<file path="src/rtl/uart_pkg.sv">
// Shared types and constants for the memory-mapped UART transmitter.
// Optional build macro: UART_PARITY_EN adds the PARITY state to the FSM enum.
package uart_pkg;

    // Transmit engine states; PARITY exists only in parity-enabled builds.
    typedef enum logic [2:0] {
        IDLE,
        START,
        DATA,
`ifdef UART_PARITY_EN
        PARITY,
`endif
        STOP
    } uart_state_e;

    // Bit positions inside the status word.
    localparam int BUSY_BIT  = 0;
    localparam int FULL_BIT  = 1;
    localparam int EMPTY_BIT = 2;
    localparam int OVF_BIT   = 3;

    // Default register addresses on the data-memory port.
    localparam logic [31:0] DEF_TX_ADDR   = 32'h0000_0100;
    localparam logic [31:0] DEF_STAT_ADDR = 32'h0000_0104;

endpackage

</file>
<file path="src/rtl/sync_fifo.sv">
// Single-clock FIFO with registered count, no write-to-read bypass.
// Ports: clk, reset (sync, high), push/push_data, pop/pop_data, full, empty, count.
module sync_fifo #(
    parameter int WIDTH = 8,
    parameter int DEPTH = 4
) (
    input  logic                     clk,
    input  logic                     reset,
    input  logic                     push,
    input  logic [WIDTH-1:0]         push_data,
    input  logic                     pop,
    output logic [WIDTH-1:0]         pop_data,
    output logic                     full,
    output logic                     empty,
    output logic [$clog2(DEPTH):0]   count
);

    localparam int AW = $clog2(DEPTH);
    localparam int CW = AW + 1;

    logic [WIDTH-1:0] mem [DEPTH];
    logic [AW-1:0]    wr_ptr;
    logic [AW-1:0]    rd_ptr;
    logic             do_push;
    logic             do_pop;

    assign full     = (count == CW'(DEPTH));
    assign empty    = (count == '0);
    assign do_push  = push && !full;
    assign do_pop   = pop && !empty;
    assign pop_data = mem[rd_ptr];

    always_ff @(posedge clk) begin
        if (do_push) begin
            mem[wr_ptr] <= push_data;
        end
    end

    // DEPTH is a power of two, so pointers wrap by plain overflow.
    always_ff @(posedge clk) begin
        if (reset) begin
            wr_ptr <= '0;
            rd_ptr <= '0;
            count  <= '0;
        end else begin
            if (do_push) begin
                wr_ptr <= wr_ptr + 1'b1;
            end
            if (do_pop) begin
                rd_ptr <= rd_ptr + 1'b1;
            end
            if (do_push && !do_pop) begin
                count <= count + 1'b1;
            end else if (do_pop && !do_push) begin
                count <= count - 1'b1;
            end
        end
    end

endmodule

</file>
<file path="src/rtl/mmio_uart_tx.sv">
// Memory-mapped UART transmitter: TX_ADDR stores queue bytes, STAT_ADDR reads status.
// Ports: clk, reset, MemWrite, DataAdr, WriteData in; ReadData, tx, busy out. Macro: UART_PARITY_EN.
module mmio_uart_tx
    import uart_pkg::*;
#(
    parameter int          CLKS_PER_BIT = 16,
    parameter int          FIFO_DEPTH   = 4,
    parameter logic [31:0] TX_ADDR      = DEF_TX_ADDR,
    parameter logic [31:0] STAT_ADDR    = DEF_STAT_ADDR
) (
    input  logic        clk,
    input  logic        reset,
    input  logic        MemWrite,
    input  logic [31:0] DataAdr,
    input  logic [31:0] WriteData,
    output logic [31:0] ReadData,
    output logic        tx,
    output logic        busy
);

    localparam int BAUD_W = $clog2(CLKS_PER_BIT);
    localparam int CNT_W  = $clog2(FIFO_DEPTH) + 1;

    logic              tx_sel;
    logic              stat_sel;
    logic              tx_wr;
    logic              stat_wr;
    logic              at_cap;
    logic              overflow;
    logic              fifo_push;
    logic              fifo_pop;
    logic              fifo_full;
    logic              fifo_empty;
    logic [7:0]        fifo_head;
    logic [CNT_W-1:0]  fifo_count;
    uart_state_e       state;
    logic [BAUD_W-1:0] baud;
    logic              baud_wrap;
    logic [2:0]        bit_idx;
    logic [7:0]        shift;
`ifdef UART_PARITY_EN
    logic              parity_bit;
`endif

    // Only the low byte of a store is transmitted.
    logic unused_wdata;
    assign unused_wdata = ^WriteData[31:8];

    assign tx_sel   = (DataAdr == TX_ADDR);
    assign stat_sel = (DataAdr == STAT_ADDR);
    assign tx_wr    = MemWrite && tx_sel;
    assign stat_wr  = MemWrite && stat_sel;

    // Capacity is judged on the registered count, so a same-cycle pop
    // never rescues a push into a full FIFO.
    assign at_cap    = (fifo_count == CNT_W'(FIFO_DEPTH));
    assign fifo_push = tx_wr && !at_cap;
    assign fifo_pop  = (state == IDLE) && !fifo_empty;

    sync_fifo #(
        .WIDTH (8),
        .DEPTH (FIFO_DEPTH)
    ) u_fifo (
        .clk       (clk),
        .reset     (reset),
        .push      (fifo_push),
        .push_data (WriteData[7:0]),
        .pop       (fifo_pop),
        .pop_data  (fifo_head),
        .full      (fifo_full),
        .empty     (fifo_empty),
        .count     (fifo_count)
    );

    // Set beats clear if both happen in one cycle.
    always_ff @(posedge clk) begin
        if (reset) begin
            overflow <= 1'b0;
        end else if (tx_wr && at_cap) begin
            overflow <= 1'b1;
        end else if (stat_wr) begin
            overflow <= 1'b0;
        end
    end

    always_comb begin
        ReadData = '0;
        if (stat_sel) begin
            ReadData[BUSY_BIT]  = busy;
            ReadData[FULL_BIT]  = fifo_full;
            ReadData[EMPTY_BIT] = fifo_empty;
            ReadData[OVF_BIT]   = overflow;
        end
    end

    assign busy      = (state != IDLE) || !fifo_empty;
    assign baud_wrap = (baud == BAUD_W'(CLKS_PER_BIT - 1));

    // tx is registered alongside each state change so the line level
    // always matches the state that is being entered.
    always_ff @(posedge clk) begin
        if (reset) begin
            state   <= IDLE;
            baud    <= '0;
            bit_idx <= '0;
            shift   <= '0;
            tx      <= 1'b1;
`ifdef UART_PARITY_EN
            parity_bit <= 1'b0;
`endif
        end else begin
            baud <= baud_wrap ? '0 : baud + 1'b1;
            unique case (state)
                IDLE: begin
                    baud <= '0;
                    tx   <= 1'b1;
                    if (!fifo_empty) begin
                        shift   <= fifo_head;
                        bit_idx <= '0;
                        tx      <= 1'b0;
                        state   <= START;
`ifdef UART_PARITY_EN
                        parity_bit <= ^fifo_head;
`endif
                    end
                end
                START: begin
                    if (baud_wrap) begin
                        tx    <= shift[0];
                        state <= DATA;
                    end
                end
                DATA: begin
                    if (baud_wrap) begin
                        if (bit_idx == 3'd7) begin
`ifdef UART_PARITY_EN
                            tx    <= parity_bit;
                            state <= PARITY;
`else
                            tx    <= 1'b1;
                            state <= STOP;
`endif
                        end else begin
                            shift   <= shift >> 1;
                            tx      <= shift[1];
                            bit_idx <= bit_idx + 1'b1;
                        end
                    end
                end
`ifdef UART_PARITY_EN
                PARITY: begin
                    if (baud_wrap) begin
                        tx    <= 1'b1;
                        state <= STOP;
                    end
                end
`endif
                STOP: begin
                    if (baud_wrap) begin
                        tx    <= 1'b1;
                        state <= IDLE;
                    end
                end
                default: begin
                    tx    <= 1'b1;
                    state <= IDLE;
                end
            endcase
        end
    end

endmodule

</file>
<file path="config.mk">
export PLATFORM = sky130hd
export DESIGN_NAME = mmio_uart_tx
export DESIGN_NICKNAME = d
export VERILOG_FILES = /design/src/rtl/uart_pkg.sv /design/src/rtl/sync_fifo.sv /design/src/rtl/mmio_uart_tx.sv
export SDC_FILE = /design/constraint.sdc
export NUM_CORES = 1
export LEC_CHECK = 0
export CORE_ASPECT_RATIO = 2
export CORE_UTILIZATION = 45
export DETAILED_ROUTE_END_ITERATION = 7
export MAX_ROUTING_LAYER = met4
export PLACE_DENSITY_LB_ADDON = 0.05
export SYNTH_ARGS = -nofsm -noshare
export SYNTH_HDL_FRONTEND = slang
export SYNTH_SLANG_ARGS = --single-unit
</file>
<file path="constraint.sdc">
create_clock -name clk -period 2.7 [get_ports clk]
set_input_delay 0.27 -clock clk [delete_from_list [all_inputs] [get_ports clk]]
set_output_delay 0.27 -clock clk [all_outputs]
set_load 0.01 [all_outputs]
</file>
==> flow_results.org, run 1 <==
** Drt
- In this run the remaining antenna-violating nets after routing total 0.
- Vias after detailed routing :: 2001
- In the final routed layout, each cell accounts on average for around 14 um.
- Using the TritonRoute via totals, the vias-per-cell ratio works out to 4.990.
- The first TritonRoute pass finished after 4 iterations.
- For this run, design rule violations remaining after detail routing come to 0.
- Total Routed Length :: 5617 um
- Iter 0 DRT Violations :: 71

** CTS
- The H-tree was split into 3 levels.
- CTS Sinks :: 60
- Register clock-pin slew on the reported worst setup and hold paths :: 0.05 ns
- Maximum clock insertion buffer count :: 2
- Clock tree from TritonCTS :: built
- At the later pin of the worst-skew pair, clock insertion delay measures approximately 0.32 ns.
- Root buffer cell :: sky130_fd_sc_hd__clkbuf_16
- In this run, CTS created clock tree buffers numbering 9.

** Finish
- Syn-to-layout area delta :: 33.09%
- Of the cells placed in the final design, the portion with a size suffix greater than 1 is about 17%.
- Net count of the finished layout :: 391
- After routing the design area is 3880 um^2.
- Antenna Diode Count :: 0
- Fill cell total of the finished layout :: 538

** Setup path
- The worst setup path is of the in2out kind.
- The largest individual stage delay along the critical path comes from the cell sky130_fd_sc_hd__clkdlybuf4s50_1.
- The critical path starts at DataAdr[11].
- The worst register-to-register path ends at u_fifo.count[2]$_SDFFE_PP0P_.
- Data on the critical path is required at its endpoint by 2.43 ns.
- Worst setup EP type :: output port
- Largest fanout on the critical path :: 5
- The worst register-to-register path has a depth of 9.
- For the worst setup path, the data arrival time is 2.28 ns.
- Worst-case register-to-register setup slack :: around 0.22 ns
- Worst path cell trace :: clkdlybuf4s50_1 -> nor4b_2 -> buf_4 -> nand4_1 -> buf_4 -> nor2_4 -> and3_1 -> clkdlybuf4s50_1
- STA classifies the critical path startpoint as a primary input.
- R2r startpoint :: u_fifo.count[1]$_SDFFE_PP0P_
- Delay of the slowest cell on the worst path :: about 0.53 ns
- The kind of cell with the highest combined delay along the critical path is buffers and inverters.
- CP bufs+invs :: 4

** Logic synthesis
- Synth top cells by count :: sky130_fd_sc_hd__edfxtp_1 (32), sky130_fd_sc_hd__buf_4 (28), sky130_fd_sc_hd__dfxtp_1 (28)
- Cell area after technology mapping :: 2915 um^2
- Measured against the total synthesized area, the mux share comes to 6.867%.
- The synthesized design spends more area on one cell type than any other, namely sky130_fd_sc_hd__edfxtp_1.
- For this run, the register share of the synthesized area comes to 52.19%.
- For this run, the leading register cell type out of synthesis is sky130_fd_sc_hd__edfxtp_1.
- Area contributors post-synth :: sky130_fd_sc_hd__edfxtp_1 (33%), sky130_fd_sc_hd__dfxtp_1 (19%), sky130_fd_sc_hd__buf_4 (7.2%)
- Parity-gate share of the synthesized area counting xor and xnor cells :: 1.803%
- Count leader, synth :: sky130_fd_sc_hd__edfxtp_1
- In this run, synthesis produced a sequential element count of 60.
- Area share of the largest cell type after synthesis :: about a third
- Counting flops with an async set or reset pin after synthesis yields a share of 0%.
- Cells after Synth :: 243
- Average footprint of a synthesized cell :: 12.00 um^2
- Summing the areas of all compound-gate instances in the mapped netlist gives 8.584% of the synthesized area.
- The synthesized netlist devotes 6.266% of its cell area to adder and majority cells.
- Counting distinct cell types in the post-synthesis netlist gives 45.
- In this run, synthesis inferred 32 flip-flops with an integrated enable.
- Post-synthesis simple-gate area fraction :: 14.55%
- By area, the combinational part of the netlist is dominated by simple AND/OR/NAND/NOR gates.
- For this run, the number of Yosys warnings is 0.

** Place
- Weighted congestion at the end of routability-driven global placement :: 0.7788
- In this run the cell area measured after placement is 3525 um^2.
- Total of buffers placed on input and output ports :: between 40 and 50
- Detailed placement ended at an HPWL of approximately 4200 um.

** Pwr
- Power per unit of standard cell area :: 925.6 nW/um^2
- Leak Pwr :: 1.441 nW
- Largest vdd supply drop :: approximately 390 uV
- Final Power :: around 3.6 mW

** Hold path
- Type of the worst min-delay path :: reg2reg
- End point of the worst hold path :: baud[0]$_SDFF_PP0_
- In this run the most critical hold path is launched from baud[0]$_SDFF_PP0_.
- Counting instances, the worst hold path has a depth of 1.

** Global route
- The first global-routing pass estimated 8963 um of wire.
- The number of global-route vias before repair is 1959.
- Entering global routing, the biggest net connects 17 pins.
- The number of antenna violations at the first check in global routing is 0.
- Residual overflow from global routing :: 0
- Across every metal layer, demand over resource in global routing totals 18.96%.

** Floorplanning
- Floorplan die height :: 115.8 um
- Std-Cell Core Area :: roughly 6300 um^2
- Area enclosed by the die boundary :: 6824 um^2
- Starting density of the core :: between 40% and 50%
- Number of standard-cell rows in the floorplan :: 41
- Width of the die :: 58.92 um
- Pin placement for this block handled around 100 I/O pins.

** Timing
- Setup repair after global routing missed its margin :: no
- The count of final hold-check violations came to 0.
- After layout, the worst path uses 94.30% of the clock period.
- Number of pins with negative max-slew slack in the final report :: 0
- Clock skew :: 0.005694 ns
- Counting I/O delays and the setup requirement, the final critical path takes 2.546 ns.
- Slew @ Worst Pin :: 0.5832 ns
- Based on the critical path, the design can be clocked at up to ~400 MHz.
- Final setup violation count :: 0
- In this run the tightest slew margin relative to its limit is 61.12%.

** Run status
- Result of the run :: completed

** Flow run
- Total of max-cap violations :: 0
## kinds of logic after synthesis
group	Yosys count
fa+ha+maj	14
simple gates	75
other cells	1
flops	60
xor+xnor	6
compound gates	33
mux	10
buf+inv	44
## layout make-up
cell class | count | area, um^2 | area share, %
sequential | 60 | 1521 | 39.21
multi-input combinational | 166 | 1254 | 32.31
timing repair buffer | 65 | 658.1 | 16.96
clock buffer | 11 | 232.7 | 5.998
tap | 86 | 107.6 | 2.773
clock inverter | 5 | 76.32 | 1.967
inverter | 8 | 30.03 | 0.7739
## worst max path at each step
stage	end	slack, ns	cells past startpoint
floorplan	u_fifo.count[2]$_SDFFE_PP0P_	0.29	9
global placement	u_fifo.count[2]$_SDFFE_PP0P_	-0.15	10
detailed placement	u_fifo.count[2]$_SDFFE_PP0P_	-0.19	10
CTS	ReadData[3]	0.04	8
global route	ReadData[2]	0.03	8
finish	ReadData[3]	0.15	8
## placed cells by master (no fill, tap or decap), drive strengths merged, types with 4 or more instances in the layout
cell type,instances
a211oi,8
a21oi,16
and2,4
and3,5
buf,17
clkbuf,11
clkdlybuf4s50,48
conb,28
dfxtp,28
edfxtp,32
ha,13
inv,7
mux4,8
nand2,11
nand3,4
nand4,4
nor2,20
nor3,5
nor4,7
xor2,5
## metrics by stage
| step | hold WS [ns] | utilization (%) | cells | worst slack [ns] | setup TNS [ns] |
|---|---|---|---|---|---|
| after CTS | 0.4611 | 61.40 | 400 | 0.03942 | 0 |
| after global routing | 0.4763 | 62.00 | 401 | 0.03421 | 0 |
| after global placement | 0.4343 | 56.32 | 384 | -0.1527 | -0.2163 |
| after detailed placement | 0.4502 | 56.32 | 384 | -0.1897 | -0.3368 |
| after floorplan | 0.3689 | - | 270 | 0.2934 | 0 |
| final | 0.4553 | 62.00 | 401 | 0.1540 | 0 |
## where the power goes
part,switching [mW],total [mW],leakage [nW],internal [mW]
logic,0.641,1.22,0.777,0.576
registers,0.116,1.19,0.517,1.08
clock network,0.378,1.18,0.147,0.802
## sequential cells by signal, indices dropped and copies added (netlist names), named ones only
signal and count:
state 2, shift 8, u_fifo.mem 32, tx 1
bit_idx 3, baud 4, u_fifo.wr_ptr 2, u_fifo.count 3
u_fifo.rd_ptr 2, overflow 1
## metal layers
metal / wire length (um) / share of wire, % / global-route usage (%)
met2: 3286 / 59 / 34.77
met3: 209 / 3.7 / 4.353
met5: 0 / 0 / -
met1: 1984 / 35 / 17.33
met4: 136 / 2.4 / 10.16
## repair_timing
action / 4_1_cts / 5_1_grt
setup endpoints to repair: 4 / 5
hold buffers: 0 / 0
gates resized for setup: 2 / 5
setup buffers: 0 / 1
Power figures use the tool's default switching activity.
==> inputs of run 2 (changes only) <==
--- a/config.mk
+++ b/config.mk
@@ -5,11 +5,13 @@
 export SDC_FILE = /design/constraint.sdc
 export NUM_CORES = 1
 export LEC_CHECK = 0
+export CAP_MARGIN = 20
 export CORE_ASPECT_RATIO = 2
 export CORE_UTILIZATION = 45
 export DETAILED_ROUTE_END_ITERATION = 7
 export MAX_ROUTING_LAYER = met4
 export PLACE_DENSITY_LB_ADDON = 0.05
+export SKIP_CTS_REPAIR_TIMING = 1
 export SYNTH_ARGS = -nofsm -noshare
 export SYNTH_HDL_FRONTEND = slang
 export SYNTH_SLANG_ARGS = --single-unit
==> results of run 2 <==
Same layout as run 1: the final DEF is identical, and so are final timing and power.
Main changes from that run: wire length of the first global-routing pass 8963 um -> 8935 um; via count of the first global-routing pass 1959 -> 1956; overall routing resource usage 18.96% -> 18.91%; met1 usage 17.33% -> 17.19%
==> inputs of run 3 (changes only) <==
--- a/config.mk
+++ b/config.mk
@@ -12,6 +12,7 @@
 export MAX_ROUTING_LAYER = met4
 export PLACE_DENSITY_LB_ADDON = 0.05
 export SKIP_CTS_REPAIR_TIMING = 1
+export SLEW_MARGIN = 30
 export SYNTH_ARGS = -nofsm -noshare
 export SYNTH_HDL_FRONTEND = slang
 export SYNTH_SLANG_ARGS = --single-unit
==> results of run 3 <==
Same layout as run 1: the final DEF is identical, and so are final timing and power.
Main changes from that run: wire length of the first global-routing pass 8963 um -> 8935 um; via count of the first global-routing pass 1959 -> 1956; overall routing resource usage 18.96% -> 18.91%; met1 usage 17.33% -> 17.19%
